$ cat src/rtl/integer_issue_scheduler_pkg.sv
// ---------------------------------------------------------------------------
// integer_issue_scheduler_pkg : shared DX1 issue-control types and constants
// rev 1.0
// ---------------------------------------------------------------------------
`default_nettype none

package integer_issue_scheduler_pkg;

  typedef enum logic [1:0] {
    FU_ALU = 2'd0,
    FU_SM  = 2'd1,
    FU_IMU = 2'd2
  } functional_unit_t;

  localparam int ISSUE_MAX_LATENCY        = 4;
  localparam int ISSUE_STALL_REASON_WIDTH = 3;

  // Bit positions inside stall_reason
  typedef enum int unsigned {
    STALL_WB  = 0,
    STALL_FU  = 1,
    STALL_RAW = 2
  } stall_bit_e;

endpackage

`default_nettype wire

$ cat src/rtl/integer_issue_scheduler_if.sv
// ---------------------------------------------------------------------------
// integer_issue_scheduler_if : DX1 candidate / issue-decision bundle
// rev 1.0
// ---------------------------------------------------------------------------
`default_nettype none

interface integer_issue_scheduler_if #(
  parameter int NUM_REGISTERS = 8,
  parameter int NUM_SOURCES   = 3
);
  import integer_issue_scheduler_pkg::*;

  localparam int RI = $clog2(NUM_REGISTERS);

  logic                                dx1_valid;
  logic [2:0]                          dx1_retiring_stage;
  functional_unit_t                    dx1_functional_unit;
  logic                                dx1_dst_valid;
  logic [RI-1:0]                       dx1_dst_index;
  logic [NUM_SOURCES-1:0]              dx1_src_valid;
  logic [NUM_SOURCES*RI-1:0]           dx1_src_index;

  logic                                dx1_issue;
  logic                                dx1_stall;
  logic [ISSUE_STALL_REASON_WIDTH-1:0] stall_reason;
  logic                                wb_expected;
  logic [RI-1:0]                       wb_expected_index;
  logic                                latency_error;

  modport master (
    output dx1_valid, dx1_retiring_stage, dx1_functional_unit,
           dx1_dst_valid, dx1_dst_index, dx1_src_valid, dx1_src_index,
    input  dx1_issue, dx1_stall, stall_reason,
           wb_expected, wb_expected_index, latency_error
  );

  modport slave (
    input  dx1_valid, dx1_retiring_stage, dx1_functional_unit,
           dx1_dst_valid, dx1_dst_index, dx1_src_valid, dx1_src_index,
    output dx1_issue, dx1_stall, stall_reason,
           wb_expected, wb_expected_index, latency_error
  );

endinterface

`default_nettype wire

$ cat src/rtl/integer_issue_scheduler_fu_counter.sv
// ---------------------------------------------------------------------------
// integer_issue_fu_counter : saturating initiation-interval counter per unit
// rev 1.0
// ---------------------------------------------------------------------------
`default_nettype none

module integer_issue_fu_counter #(
  parameter int INTERVAL = 2
) (
  input  logic clock,
  input  logic reset,
  input  logic load,
  output logic busy
);

  localparam int             CW     = (INTERVAL > 1) ? $clog2(INTERVAL) : 1;
  localparam logic [CW-1:0]  RELOAD = CW'(INTERVAL - 1);

  logic [CW-1:0] count_q;
  logic [CW-1:0] count_d;

  // A fresh issue reloads even if the counter is expiring this same cycle
  always_comb begin
    count_d = count_q;
    if (load) begin
      count_d = RELOAD;
    end else if (count_q != '0) begin
      count_d = count_q - 1'b1;
    end
  end

  always_ff @(posedge clock) begin
    if (reset) begin
      count_q <= '0;
    end else begin
      count_q <= count_d;
    end
  end

  assign busy = (count_q != '0);

endmodule

`default_nettype wire

$ cat src/rtl/integer_issue_scheduler.sv
// ---------------------------------------------------------------------------
// integer_issue_scheduler : DX1 issue gate for WB-port, FU-busy and RAW stalls
// rev 1.0
// ---------------------------------------------------------------------------
`default_nettype none

module integer_issue_scheduler
  import integer_issue_scheduler_pkg::*;
#(
  parameter int MAX_LATENCY   = ISSUE_MAX_LATENCY,
  parameter int NUM_REGISTERS = 8,
  parameter int NUM_SOURCES   = 3,
  parameter int SM_INTERVAL   = 2,
  parameter int IMU_INTERVAL  = 1
) (
  input  logic                      clock,
  input  logic                      reset,
  integer_issue_scheduler_if.slave  bus
);

  localparam int RI = $clog2(NUM_REGISTERS);

  // Slot i holds a writeback landing i cycles from now
  logic [MAX_LATENCY:1]          r_q,  r_d;
  logic [MAX_LATENCY:1]          dv_q, dv_d;
  logic [MAX_LATENCY:1][RI-1:0]  d_q,  d_d;
  logic                          wb_expected_q,       wb_expected_d;
  logic [RI-1:0]                 wb_expected_index_q, wb_expected_index_d;
  logic                          latency_error_q,     latency_error_d;

  int                            le;
  logic                          lat_bad;
  logic [MAX_LATENCY:1]          slot_hit;
  logic                          wb_conflict;
  logic                          fu_busy;
  logic                          raw;
  logic                          issue;
  logic                          sm_busy;
  logic                          imu_busy;
  logic [ISSUE_STALL_REASON_WIDTH-1:0] stall_reason;
  logic [RI-1:0]                 src_idx [NUM_SOURCES];

  for (genvar s = 0; s < NUM_SOURCES; s++) begin : g_src_unpack
    assign src_idx[s] = bus.dx1_src_index[s*RI +: RI];
  end

  always_comb begin
    le      = int'(bus.dx1_retiring_stage);
    lat_bad = 1'b0;
    if (bus.dx1_retiring_stage == 3'd0) begin
      le      = 1;
      lat_bad = 1'b1;
    end else if (le > MAX_LATENCY) begin
      le      = MAX_LATENCY;
      lat_bad = 1'b1;
    end
  end

  // Slot 1 is excluded from RAW: that result reaches DX1 via the forward path
  always_comb begin
    slot_hit    = '0;
    wb_conflict = 1'b0;
    raw         = 1'b0;
    for (int i = 1; i <= MAX_LATENCY; i++) begin
      slot_hit[i] = (le == i);
      if (r_q[i] && slot_hit[i]) begin
        wb_conflict = 1'b1;
      end
      if (i >= 2 && r_q[i] && dv_q[i]) begin
        for (int s = 0; s < NUM_SOURCES; s++) begin
          if (bus.dx1_src_valid[s] && (src_idx[s] == d_q[i])) begin
            raw = 1'b1;
          end
        end
      end
    end
  end

  always_comb begin
    case (bus.dx1_functional_unit)
      FU_SM:   fu_busy = sm_busy;
      FU_IMU:  fu_busy = imu_busy;
      default: fu_busy = 1'b0;
    endcase
  end

  assign issue = bus.dx1_valid & ~wb_conflict & ~fu_busy & ~raw;

  always_comb begin
    stall_reason            = '0;
    stall_reason[STALL_WB]  = wb_conflict;
    stall_reason[STALL_FU]  = fu_busy;
    stall_reason[STALL_RAW] = raw;
    if (!bus.dx1_valid) begin
      stall_reason = '0;
    end
  end

  // The window shifts every cycle; a grant lands in slot Le-1 (or slot 0 for Le==1)
  always_comb begin
    r_d  = (r_q >> 1) | ({MAX_LATENCY{issue}} & (slot_hit >> 1));
    dv_d = dv_q >> 1;
    d_d  = d_q >> RI;
    for (int i = 1; i < MAX_LATENCY; i++) begin
      if (issue && (le == i + 1)) begin
        dv_d[i] = bus.dx1_dst_valid;
        d_d[i]  = bus.dx1_dst_index;
      end
    end
    wb_expected_d       = r_q[1] | (issue & slot_hit[1]);
    wb_expected_index_d = (issue && slot_hit[1]) ? bus.dx1_dst_index : d_q[1];
    latency_error_d     = latency_error_q | (bus.dx1_valid & lat_bad);
  end

  always_ff @(posedge clock) begin
    if (reset) begin
      r_q                 <= '0;
      dv_q                <= '0;
      d_q                 <= '0;
      wb_expected_q       <= 1'b0;
      wb_expected_index_q <= '0;
      latency_error_q     <= 1'b0;
    end else begin
      r_q                 <= r_d;
      dv_q                <= dv_d;
      d_q                 <= d_d;
      wb_expected_q       <= wb_expected_d;
      wb_expected_index_q <= wb_expected_index_d;
      latency_error_q     <= latency_error_d;
    end
  end

  integer_issue_fu_counter #(
    .INTERVAL (SM_INTERVAL)
  ) u_sm_counter (
    .clock (clock),
    .reset (reset),
    .load  (issue && (bus.dx1_functional_unit == FU_SM)),
    .busy  (sm_busy)
  );

  integer_issue_fu_counter #(
    .INTERVAL (IMU_INTERVAL)
  ) u_imu_counter (
    .clock (clock),
    .reset (reset),
    .load  (issue && (bus.dx1_functional_unit == FU_IMU)),
    .busy  (imu_busy)
  );

  assign bus.dx1_issue         = issue;
  assign bus.dx1_stall         = bus.dx1_valid & ~issue;
  assign bus.stall_reason      = stall_reason;
  assign bus.wb_expected       = wb_expected_q;
  assign bus.wb_expected_index = wb_expected_index_q;
  assign bus.latency_error     = latency_error_q;

endmodule

`default_nettype wire
$ cat src/flat_wrapper.sv
// flat-port wrapper written by rule: the top's interface ports become plain ports
module integer_issue_scheduler_flat import integer_issue_scheduler_pkg::*;
#(
  parameter int MAX_LATENCY   = ISSUE_MAX_LATENCY,
  parameter int NUM_REGISTERS = 8,
  parameter int NUM_SOURCES   = 3,
  parameter int SM_INTERVAL   = 2,
  parameter int IMU_INTERVAL  = 1
)
  (clock, reset, bus_dx1_valid, bus_dx1_retiring_stage, bus_dx1_functional_unit, bus_dx1_dst_valid, bus_dx1_dst_index, bus_dx1_src_valid, bus_dx1_src_index, bus_dx1_issue, bus_dx1_stall, bus_stall_reason, bus_wb_expected, bus_wb_expected_index, bus_latency_error);
  integer_issue_scheduler_if #(.NUM_REGISTERS(NUM_REGISTERS), .NUM_SOURCES(NUM_SOURCES)) bus_i ();
  input  logic clock;
  input  logic reset;
  input wire logic [$bits(bus_i.dx1_valid)-1:0] bus_dx1_valid;
  input wire logic [$bits(bus_i.dx1_retiring_stage)-1:0] bus_dx1_retiring_stage;
  input wire logic [$bits(bus_i.dx1_functional_unit)-1:0] bus_dx1_functional_unit;
  input wire logic [$bits(bus_i.dx1_dst_valid)-1:0] bus_dx1_dst_valid;
  input wire logic [$bits(bus_i.dx1_dst_index)-1:0] bus_dx1_dst_index;
  input wire logic [$bits(bus_i.dx1_src_valid)-1:0] bus_dx1_src_valid;
  input wire logic [$bits(bus_i.dx1_src_index)-1:0] bus_dx1_src_index;
  output wire logic [$bits(bus_i.dx1_issue)-1:0] bus_dx1_issue;
  output wire logic [$bits(bus_i.dx1_stall)-1:0] bus_dx1_stall;
  output wire logic [$bits(bus_i.stall_reason)-1:0] bus_stall_reason;
  output wire logic [$bits(bus_i.wb_expected)-1:0] bus_wb_expected;
  output wire logic [$bits(bus_i.wb_expected_index)-1:0] bus_wb_expected_index;
  output wire logic [$bits(bus_i.latency_error)-1:0] bus_latency_error;
  assign bus_i.dx1_valid = bus_dx1_valid;
  assign bus_i.dx1_retiring_stage = bus_dx1_retiring_stage;
  assign bus_i.dx1_functional_unit = bus_dx1_functional_unit;
  assign bus_i.dx1_dst_valid = bus_dx1_dst_valid;
  assign bus_i.dx1_dst_index = bus_dx1_dst_index;
  assign bus_i.dx1_src_valid = bus_dx1_src_valid;
  assign bus_i.dx1_src_index = bus_dx1_src_index;
  assign bus_dx1_issue = bus_i.dx1_issue;
  assign bus_dx1_stall = bus_i.dx1_stall;
  assign bus_stall_reason = bus_i.stall_reason;
  assign bus_wb_expected = bus_i.wb_expected;
  assign bus_wb_expected_index = bus_i.wb_expected_index;
  assign bus_latency_error = bus_i.latency_error;
  integer_issue_scheduler #(.MAX_LATENCY(MAX_LATENCY), .NUM_REGISTERS(NUM_REGISTERS), .NUM_SOURCES(NUM_SOURCES), .SM_INTERVAL(SM_INTERVAL), .IMU_INTERVAL(IMU_INTERVAL)) u_core (.clock(clock), .reset(reset), .bus(bus_i));
endmodule
$ cat config.mk
export PLATFORM = sky130hd
export DESIGN_NAME = integer_issue_scheduler_flat
export DESIGN_NICKNAME = d
export VERILOG_FILES = /design/src/rtl/integer_issue_scheduler_pkg.sv /design/src/rtl/integer_issue_scheduler_if.sv /design/src/rtl/integer_issue_scheduler_fu_counter.sv /design/src/rtl/integer_issue_scheduler.sv /design/src/flat_wrapper.sv
export SDC_FILE = /design/constraint.sdc
export NUM_CORES = 1
export LEC_CHECK = 0
export ABC_CLOCK_PERIOD_IN_PS = 3400
export CORE_MARGIN = 2
export CORE_UTILIZATION = 30
export CTS_CLUSTER_DIAMETER = 60
export DETAILED_ROUTE_END_ITERATION = 10
export SYNTH_ARGS = -nofsm -noshare
export SYNTH_HDL_FRONTEND = slang
export SYNTH_SLANG_ARGS = --single-unit
$ cat constraint.sdc
create_clock -name clock -period 3.4 [get_ports clock]
set_input_delay 0.51 -clock clock [delete_from_list [all_inputs] [get_ports clock]]
set_output_delay 0.51 -clock clock [all_outputs]
set_load 0.05 [all_outputs]
======== After elaboration in Yosys (flattened, before gate mapping) ========
Cells that the tools add are included.
cells by class
  add/sub/neg operators ................... 2
  $lt $le $gt $ge ......................... 1
  equal/unequal tests ..................... 15
  mux-type cells .......................... 31
  bitwise gates (word level) .............. 15
  reduce and logical (&&, ||, !) cells .... 24
operators by type and width
  operator                                        count
  == test 32 x 3 -> 1 bit, second input constant  1
  == test 32 x 4 -> 1 bit, second input constant  1
  2-to-1 mux 1 bit                                23
  logical AND 1 bit                               22
  2-to-1 mux 3 bit                                7
  == test 3 bit                                   6
  == test 3 x 1 -> 1 bit, second input constant   4
  bitwise AND 1 bit                               6
  inverter 1 bit                                  5
  bitwise AND 4 x 3 -> 4 bit                      1
  OR 3 x 4 -> 4 bit                               1
  == test 3 x 2 -> 1 bit, second input constant   1
  > comparator 3 bit, second input constant       1
  logical NOT 3 bit                               1
  OR reduction 3 bit                              1
  == test 2 x 1 -> 1 bit, second input constant   1
  == test 2 bit, second input constant            1
  OR 1 bit                                        2
  one-hot mux 1 bit (2 select lines)              1
  subtractor 1 bit, second input constant         2
word-level totals
  register bits after elaboration ......... 24
  input port bits ......................... 24
  output and inout port bits .............. 10
  logic and storage cells ................. 99

======== Logic depth before layout (Yosys ltp) ========
Gate-level depths: netlist (run 1).
  word-level depth ........................ 18
  gate-level depth with buffers ........... 9
  mapped depth without buffers ............ 9

======== Hierarchy ========
From an unflattened synthesis (run 1), not the netlist that was laid out.
unflattened totals
  cells, all modules ...................... 120
  area total of the unflattened synthesis .. 1166.1 um2
by module, submodules not included
  module                                            instances  cells each  area each (um2)  sequential area each (um2)
  integer_issue_scheduler                           1          116         1108.6           380.4
  integer_issue_fu_counter at u_core.u_sm_counter   1          2           33.8             20.0
  integer_issue_fu_counter at u_core.u_imu_counter  1          2           23.8             20.0

======== Worst setup path after synthesis (run 1) ========
No wires, ideal clock.
  kind .................................... input -> output
  start ................................... input port bus_dx1_retiring_stage[0]
  end ..................................... output port bus_stall_reason[0]
  arrival ................................. 2.690 ns
  setup slack ............................. 0.200 ns
  stages .................................. 6
  path buffers ............................ 0
  cells stage by stage .................... nor2_1 inv_1 ha_1 nor4b_1 o21ai_0 a21boi_0
between the ends
  longest elaborated chain between the ends .. 10
  elaborated cells between the ends (all ways) .. 17
  classes of those cells .................. order compare: 1; eq/ne: 4; mux: 7; reduce/logical: 5
RTL lines
  item                            RTL line                       RTL
  start, declared                 flat_wrapper.sv:15             input wire logic [$bits(bus_i.dx1_retiring_stage)-1:0] bus_dx1_retiring_stage;
  > comparator 3 bit              integer_issue_scheduler.sv:53  end else if (le > MAX_LATENCY) begin
  2-to-1 mux 3 bit                integer_issue_scheduler.sv:53
  2-to-1 mux 3 bit *              integer_issue_scheduler.sv:50  if (bus.dx1_retiring_stage == 3'd0) begin
  == test 3 x 1 -> 1 bit          integer_issue_scheduler.sv:65  slot_hit[i] = (le == i);
  logical AND 1 bit               integer_issue_scheduler.sv:66  if (r_q[i] && slot_hit[i]) begin
  2-to-1 mux 1 bit (3 in series)  integer_issue_scheduler.sv:66
  2-to-1 mux 1 bit *              integer_issue_scheduler.sv:66
  2-to-1 mux 3 bit *              integer_issue_scheduler.sv:94  if (!bus.dx1_valid) begin
  end, declared                   flat_wrapper.sv:23             output wire logic [$bits(bus_i.stall_reason)-1:0] bus_stall_reason;
Every way passes the cells marked *; elsewhere a longest branch is shown, timed or not.

======== Final worst setup path (run 1) ========
  start ................................... input port bus_dx1_retiring_stage[0]
  end ..................................... output port bus_dx1_stall
between the ends
  longest elaborated chain between the ends .. 15
  elaborated cells between the ends (all ways) .. 22
  classes of those cells .................. order compare: 1; eq/ne: 4; mux: 6; bitwise: 6; reduce/logical: 5
RTL lines
  item                               RTL line                        RTL
  > comparator 3 bit                 integer_issue_scheduler.sv:53
  2-to-1 mux 3 bit                   integer_issue_scheduler.sv:53
  2-to-1 mux 3 bit *                 integer_issue_scheduler.sv:50
  == test 3 x 1 -> 1 bit             integer_issue_scheduler.sv:65
  logical AND 1 bit                  integer_issue_scheduler.sv:66
  2-to-1 mux 1 bit (3 in series)     integer_issue_scheduler.sv:66
  2-to-1 mux 1 bit *                 integer_issue_scheduler.sv:66
  inverter 1 bit *                   integer_issue_scheduler.sv:87   assign issue = bus.dx1_valid & ~wb_conflict & ~fu_busy & ~raw;
  bitwise AND 1 bit * (3 in series)  integer_issue_scheduler.sv:87
  inverter 1 bit *                   integer_issue_scheduler.sv:152  assign bus.dx1_stall = bus.dx1_valid & ~issue;
  bitwise AND 1 bit *                integer_issue_scheduler.sv:152
  end, declared                      flat_wrapper.sv:22              output wire logic [$bits(bus_i.dx1_stall)-1:0] bus_dx1_stall;
Marked as above.

==> results, run 1 <==
- The starting density of the core is a little under a third.
- The number of cells on the worst reg-to-reg path is 7.
- The biggest area consumer among synthesized cells is sky130_fd_sc_hd__dfxtp_1.
- The mapped netlist covers approximately 1200 µm².
- The number of nets still failing antenna checks after routing is 0.
- The remaining routing DRC violations is 0.
- The largest net degree at the start of global routing is 20.
- Wires add up to 2.67 mm.
- The core area is 3690 µm².
- In this design, the largest share of critical-path delay is due to simple AND/OR/NAND/NOR gates.
- The worst hold margin is about 0.46 ns.
- Setup slack on the worst reg-to-reg path comes out at 1.48 ns.
- The library cell used as clock root buffer is sky130_fd_sc_hd__clkbuf_8.
- The first global-routing pass estimated around 4.3 mm of wire.
- The start-to-end type of the worst setup path is input pin to output port.
- Hold repair after CTS inserted 0 buffers.
- The count of final hold-check violations is 0.
- For this run, the top clock speed supported by timing is ~0.31 GHz.
- The launching instance or port of the critical path is bus_dx1_retiring_stage[0].
- Data arrives at the worst endpoint at between 2 and 3 ns.
- The count of buffers inserted at the top-level ports is 33.
- The total buffers and inverters traversed by the critical path is 3.
- The most numerous cell in the Yosys netlist is sky130_fd_sc_hd__dfxtp_1.
- The first routing iteration left 36 violations.
- VDD sags by at most approximately 0.26 mV.
- Traced cell by cell, the critical path runs through clkdlybuf4s50_1 -> nor2_1 -> inv_1 -> ha_1 -> nor4b_2 -> nand2_1 -> nand3_1 -> nor4_4 -> nor2b_1 -> buf_12.
- The worst hold path was traced through 2 stages.
- The routed via count is 964.
- No sink is reached through more buffers than the 2 on the longest clock path.
- The worst register-to-register path ends at u_core.d_q[6]$_SDFF_PP0_.
- The largest single stage delay on the critical path is around 0.48 ns.
- The launch instance of the worst register-to-register path is u_core.d_q[4]$_SDFF_PP0_.
- The clock buffer count from CTS is 3.
- The endpoint required time on the critical path is about 2.9 ns.
- At the pin with the least slew margin, the transition time is ~0.57 ns.
- Summed over all layers, the global routing overflow is 0.
- The final total negative setup slack is 0 ns.
- The Yosys step of the flow raised 0 warnings.
- In this run the mean area of a mapped cell was slightly below 10 µm².
- Dividing the final minimum period by the clock period gives a little over nine tenths.
- The class of the worst hold path is flop to flop.
- The hold path startpoint is u_core.d_q[1]$_SDFF_PP0_.
- The number of nets handed over by synthesis was around 150.
- The total power divided by cell area is 321 nW/µm².
- The flow ran to the end, and the final reports show no timing, DRC or antenna violations.
- The HPWL after detailed placement is between 2 and 2.5 mm.
- The floorplan row count is 22.
- The tightest slew margin relative to the limit is 61.6%.
- The die covers around 4400 µm².
- The number of sinks on the clock net is 21.
- Between clock sinks in the finished design, the worst skew comes to roughly 0.0026 ns.
- The endpoint class of the critical path is an output port.
- The total leakage power is around 0.62 nW.
- Cells fill about 45% of the core in the end.
- The clock tree from TritonCTS is built.
- The post-synthesis to final-layout area growth is 41.6%.
- On the critical path, the stage with the largest delay is an instance of sky130_fd_sc_hd__clkdlybuf4s50_1.
- The number of register bits inferred by synthesis is 21.
- The via count of the first global-routing pass is between 1000 and 1500.
- In this run the number of H-tree levels came out at 1.
- Measured along the y axis, the die boundary spans ~66 µm.
- The weighted congestion reported at the end of routability-driven placement is between 0.8 and 0.9.
- In this run, distinct cell masters in the synthesized netlist total 32.
- During I/O placement, the number of pins put on the boundary was 34.
- The post-route cell area is between 1500 and 2000 µm².
- In the synthesized netlist the async set-or-reset flop fraction comes to 0%.
- In this run the horizontal extent of the chip is between 60 and 70 µm.
- Yosys mapped a number of flops with a built-in enable equal to 0.
- The average wire per cell in the routed design is 12.9 µm.
- Counting instances in the post-synthesis netlist gives the leading cell types as sky130_fd_sc_hd__dfxtp_1, sky130_fd_sc_hd__xnor2_1, sky130_fd_sc_hd__mux2i_1.
- The worst path needs approximately 3.2 ns of the cycle, external delays included.
- The clock input transition at the sequential cells of the worst setup and hold paths is roughly 0.070 ns.
- For this run, the leading register cell type out of synthesis is sky130_fd_sc_hd__dfxtp_1.
- The insertion delay of the later-clocked pin in the worst-skew pair is 0.25 ns.
- In this run the worst path has a maximum fanout of 4.
- Using the TritonRoute via totals, the vias-per-cell ratio works out to approximately 4.7.
- The worst min-delay path endpoint is u_core.bus.wb_expected_index[1]$_SDFF_PP0_.
- The number of antenna diodes in the final layout is 0.
- Sorting the synthesized cells by area gives the leading types as sky130_fd_sc_hd__dfxtp_1, sky130_fd_sc_hd__xnor2_1, sky130_fd_sc_hd__mux2i_1.
- The instance count of the mapped netlist is ~120.
- The top-area cell type share of the netlist area is 36.1%.
- For this run, the detailed router's first-pass iteration total came to 4.
- The tool flagged a number of max-cap violations equal to 0.
- The total global-route track usage is between 10% and 20%.
- The placed cell area is around 1600 µm².
- Cells with a size suffix above 1 make up between 10 and 15% of the layout.
- The worst setup path is launched from an input pin.
- The total number of nets in the final design is 188.
- The initial antenna violation count is 0.
- The final-report max-slew violation count is 0.
- Setup violations remaining at the end of the flow were counted as 0.
- The sequential share of the synthesized area is a little over a third.
## worst reg2reg max path, delay by kind of cell, from the launching register on
| kind | cells | cell delay [ns] |
|---|---|---|
| AOI/OAI and AO/OA | 2 | 0.59 |
| DFF | 1 | 0.46 |
| buffers and inverters | 1 | 0.17 |
| xor gates and xnor gates | 1 | 0.15 |
| and+or+nand+nor | 3 | 0.44 |
## metal layers
metal	wire [µm]	vias to the layer above	GRT usage (%)
met5	0	-	0
met4	41	0	3.83
met3	184	4	4.60
met2	1320	26	22.1
met1	1130	445	14.6
li1	-	489	-
## cells in the final DEF, fill, tap and decap left out, drive strengths merged, types with 2 or more instances in the layout
cell type	netlist	routed
buf	0	7
nor4	4	4
o21a	3	3
and2	4	4
nand2	3	3
xor2	6	6
nor2	9	9
clkdlybuf4s50	0	29
nor4b	2	2
o21ai	3	3
xnor2	12	12
nand4	4	4
mux2i	10	10
nand2b	9	9
nor2b	2	2
dfxtp	21	21
inv	7	7
a21oi	5	5
ha	4	4
clkbuf	2	4
## worst max-delay path by stage
stage	slack, ns	to	cells past startpoint
2_1_floorplan	0.20	bus_stall_reason[0]	6
3_3_place_gp	0.27	bus_dx1_stall	10
3_5_place_dp	0.15	bus_dx1_stall	10
4_1_cts	0.14	bus_dx1_stall	10
5_1_grt	-0.007	bus_dx1_stall	10
6_report	0.16	bus_dx1_stall	10
## registers in the layout, summed over array words and instances, names as in the netlist
register / cells
u_core.bus.wb_expected_index: 3
u_core.r_q: 3
u_core.bus.wb_expected: 1
u_core.u_sm_counter.busy: 1
u_core.dv_q: 2
u_core.u_imu_counter.busy: 1
u_core.d_q: 9
u_core.bus.latency_error: 1
## logic make-up (layout without fill, tap and decap cells)
kind of cell | Yosys count | after routing | share of synthesized area, %
adders and majority gates | 4 | 4 | 4.30
and+or+nand+nor | 42 | 42 | 24.8
buffers and inverters | 9 | 47 | 2.90
other | 1 | 1 | 0.322
xor gates and xnor gates | 18 | 18 | 13.5
AOI/OAI and AO/OA | 15 | 15 | 8.39
DFF | 21 | 21 | 36.1
muxes | 11 | 11 | 9.57
## per-stage QoR
step	total power, mW	instances	setup WS, ns
after floorplan	0.318	121	0.200
after global placement	0.371	201	0.268
after detailed placement	0.374	201	0.148
after CTS	0.531	205	0.138
after global routing	0.555	207	-0.00691
final	0.529	207	0.164
## area by class of cell
| type | count | area [µm²] |
|---|---|---|
| Fill cell | 370 | 2040 |
| Multi-Input combinational cell | 91 | 716 |
| Sequential cell | 21 | 420 |
| Timing Repair Buffer | 36 | 380 |
| Tap cell | 48 | 60.1 |
| Clock buffer | 4 | 45.0 |
| Inverter | 7 | 26.3 |
## power by group
group | switching (mW) | leakage, nW | total, mW | internal, mW
combinational | 0.0534 | 0.429 | 0.115 | 0.0614
sequential | 0.00442 | 0.171 | 0.257 | 0.253
clock | 0.0740 | 0.0228 | 0.157 | 0.0833
## timing repair
item,4_1_cts,5_1_grt
setup buffers,0,2
resized for setup,0,1
endpoints found under the setup margin,0,1
Note: power is estimated with default switching activity, not from simulation.
==> run 2: changes to the inputs <==
--- a/config.mk
+++ b/config.mk
@@ -6,6 +6,7 @@
 export NUM_CORES = 1
 export LEC_CHECK = 0
 export ABC_CLOCK_PERIOD_IN_PS = 3400
+export CORE_ASPECT_RATIO = 2
 export CORE_MARGIN = 2
 export CORE_UTILIZATION = 30
 export CTS_CLUSTER_DIAMETER = 60
==> run 2 against run 1 <==
Die area grew 0.69%. Clock skew is 0.00056 ns higher. Sequential power about the same. Setup slack better by 0.073 ns. Count of clock-buffer cells in the layout fell by 1. Sequential share of layout area fell by 0.097 points. Combinational power hardly changed.
==> results, run 2 (synthesized netlist as in run 1, its figures left out) <==
- The final total negative setup slack is 0 ns (unchanged).
- The achievable frequency is 0.316 GHz (was 0.309 GHz).
- The core area is 3800 µm² (was 3690 µm²).
- The weighted congestion reported at the end of routability-driven placement came to 0.710 (was 0.812).
- The endpoint required time on the critical path was 2.89 ns (about the same).
- The remaining routing DRC violations is 0 (unchanged).
- The initial antenna violation count is 0 (unchanged).
- The number of buffers inserted for hold repair after clock tree synthesis is 0 (unchanged).
- The number of maximum-capacitance constraint violations is 0 (unchanged).
- The maximum fanout along the worst path is 4 (unchanged).
- The total power divided by cell area is 322 nW/µm² (was 321 nW/µm²).
- The launch instance of the worst register-to-register path is u_core.d_q[3]$_SDFF_PP0_ (was u_core.d_q[4]$_SDFF_PP0_).
- The routed via count is 991 (was 964).
- The most common library cell in the layout ignoring fill and taps is sky130_fd_sc_hd__clkdlybuf4s50_1 (unchanged).
- The post-route cell area came to 1650 µm² (about the same).
- The level count of the clock H-tree is 1 (unchanged).
- The via count of the first global-routing pass is 1080 (was 1021).
- The insertion delay of the later-clocked pin in the worst-skew pair came to 0.26 ns (was 0.25 ns).
- The worst flop-to-flop path endpoint is u_core.d_q[8]$_SDFF_PP0_ (was u_core.d_q[6]$_SDFF_PP0_).
- The transition time at the pin with the least slew margin is 0.582 ns (was 0.575 ns).
- The library cell used as clock root buffer is sky130_fd_sc_hd__clkbuf_8 (unchanged).
- The count of cells along the worst register-to-register path is 7 (unchanged).
- Most used cells in the layout excluding fill and tap cells: sky130_fd_sc_hd__clkdlybuf4s50_1, sky130_fd_sc_hd__dfxtp_1, sky130_fd_sc_hd__xnor2_1 (unchanged).
- The number of antenna diodes came to 0 (unchanged).
- The floorplan row count is 32 (was 22).
- The total global-route track usage was 15.1% (was 12.8%).
- The width of the chip came to 48.0 µm (was 66.3 µm).
- The total leakage power is 0.625 nW (was 0.622 nW).
- The die area is 4420 µm² (was 4390 µm²).
- The fraction of final layout cells sized beyond drive strength 1 is 10.1% (about the same).
- The total number of nets in the final design is 187 (was 188).
- The global-route track usage on met2 was 30.1% (was 22.1%).
- The tightest slew margin relative to the limit came to 61.1% (was 61.6%).
- The highest-utilization routing layer at the global route stage is met2 (unchanged).
- The start-to-end type of the worst setup path is input pin to output port (unchanged).
- The starting density of the core was 30.6% (was 31.5%).
- The first-pass GRT wire length is 4.79 mm (was 4.34 mm).
- The nature of the critical path startpoint is an input pin (unchanged).
- The clock input transition at the sequential cells of the worst setup and hold paths is 0.08 ns (was 0.07 ns).
- The count of buffers inserted at the top-level ports is 33 (unchanged).
- The worst hold path depth came to 2 (unchanged).
- The via count normalized by instance count came to 4.74 (was 4.66).
- The number of top-level pins is 34 (unchanged).
- The class of the worst hold path is flop to flop (unchanged).
- The endpoint class of the critical path is an output port (unchanged).
- The placed cell area is 1590 µm² (was 1580 µm²).
- The routing usage on met1 is 12.6% (was 14.6%).
- The global routing met3 resource utilization was 2.76% (was 4.60%).
- The final count of negative-setup-slack endpoints is 0 (unchanged).
- The part of the cycle the worst path needs is 93.0% (was 95.2%).
- The data arrival time of the critical path is 2.65 ns (was 2.73 ns).
- Setup repair after global routing left no endpoint under its margin.
- The largest register by flop count is u_core.d_q (unchanged).
- The largest net degree at the start of global routing is 20 (unchanged).
- Outcome: finished clean (unchanged).
- The clock buffer count from CTS is 3 (unchanged).
- The shortest period the worst path allows was 3.16 ns (was 3.24 ns).
- The final-report max-slew violation count is 0 (unchanged).
- The final global-route overflow total is 0 (unchanged).
- The hold path startpoint is u_core.d_q[0]$_SDFF_PP0_ (was u_core.d_q[1]$_SDFF_PP0_).
- The die extent in y was 92.1 µm (was 66.3 µm).
- The number of DRC markers after the initial detailed-route iteration came to 13 (was 36).
- The clock tree from TritonCTS is built (unchanged).
- The length of the first detailed-routing pass in iterations is 4 (unchanged).
- The worst voltage drop across the vdd grid is 0.220 mV (was 0.256 mV).
- The HPWL after detailed placement was 2.52 mm (was 2.11 mm).
- The number of sinks on the clock net was 21 (unchanged).
- The number of flip-flops in the largest register is 9 (unchanged).
- The number of nets still failing antenna checks after routing is 0 (unchanged).
- The total wirelength of the detailed-routed design is 2.97 mm (was 2.67 mm).
- The worst min-delay path endpoint was u_core.bus.wb_expected_index[0]$_SDFF_PP0_ (was u_core.bus.wb_expected_index[1]$_SDFF_PP0_).
- The maximum number of buffers from clock root to sink is 2 (unchanged).
- The count of final hold-check violations is 0 (unchanged).
- The post-synthesis to final-layout area growth came to 42.2% (was 41.6%).
- The internal reg-to-reg setup slack is 1.42 ns (was 1.48 ns).
- The average wire per cell in the routed design is 14.2 µm (was 12.9 µm).
- The clock skew after layout is 0.00313 ns (was 0.00257 ns).
run 2: cell types whose count changed in the layout (fill, tap and decap cells not counted):
cell,change
sky130_fd_sc_hd__clkbuf_1,-1
sky130_fd_sc_hd__nor4b_4,+1
sky130_fd_sc_hd__buf_4,-1
sky130_fd_sc_hd__nor4b_2,-1
sky130_fd_sc_hd__clkinv_2,+1
run 2: worst max-delay path by stage:
stage / startpoint / to / slack, ns / depth (start not counted)
after floorplan: bus_dx1_retiring_stage[0] / bus_stall_reason[0] / 0.20 / 6
after global placement: bus_dx1_retiring_stage[0] / bus_dx1_stall / 0.28 / 10
after detailed placement: bus_dx1_retiring_stage[0] / bus_dx1_stall / 0.16 / 10
after CTS: bus_dx1_retiring_stage[0] / bus_dx1_stall / 0.15 / 10
after global routing: bus_dx1_retiring_stage[2] / bus_dx1_stall / 0.04 / 8
final: bus_dx1_retiring_stage[1] / bus_dx1_stall / 0.24 / 10
run 2: power by group:
part           leakage (nW)  internal, mW  switching, mW
Clock                0.0255        0.0815         0.0780
Combinational         0.429        0.0610         0.0551
Sequential            0.171         0.252        0.00460
run 2: timing repair:
action	4_1_cts	5_1_grt
setup endpoints to repair	0	1
setup buffers	0	1
gates resized for setup	0	2
run 2: area by class of cell:
| cell class | count | area, µm² |
|---|---|---|
| fillers | 392 | 2150 |
| clock buffers | 3 | 41.3 |
| clock inverters | 1 | 5.00 |
| multi-input cells | 91 | 724 |
| flip-flops and latches | 21 | 420 |
| repair buffers | 35 | 373 |
| well taps | 51 | 63.8 |
| inverters | 7 | 26.3 |
run 2: worst max-delay path, stage by stage:
cell and delay (ns):
sky130_fd_sc_hd__clkdlybuf4s50_1 0.52, sky130_fd_sc_hd__nor2_1 0.09, sky130_fd_sc_hd__inv_1 0.06, sky130_fd_sc_hd__ha_1 0.26, sky130_fd_sc_hd__nor4b_2 0.09, sky130_fd_sc_hd__o21ai_0 0.26
sky130_fd_sc_hd__nand3_1 0.18, sky130_fd_sc_hd__nor4_4 0.38, sky130_fd_sc_hd__nor2b_1 0.13, sky130_fd_sc_hd__buf_12 0.17
run 2: metrics by stage:
| step | util (%) | total power [mW] | setup slack [ns] | std cells | hold slack [ns] |
|---|---|---|---|---|---|
| after floorplan | - | 0.318 | 0.200 | 121 | 0.422 |
| after global placement | 41.7 | 0.372 | 0.282 | 204 | 0.443 |
| after detailed placement | 41.7 | 0.376 | 0.164 | 204 | 0.451 |
| after CTS | 42.9 | 0.533 | 0.151 | 208 | 0.467 |
| after global routing | 43.5 | 0.563 | 0.0412 | 209 | 0.482 |
| final | 43.5 | 0.533 | 0.236 | 209 | 0.458 |
run 2: layer usage:
layer  vias to the layer above  wire length, µm  share of wire (%)
met4                         0               46                1.6
met5                         -                0                  0
met2                        27             1900                 64
met3                         7              117                3.9
li1                        489                -                  -
met1                       468              900                 30
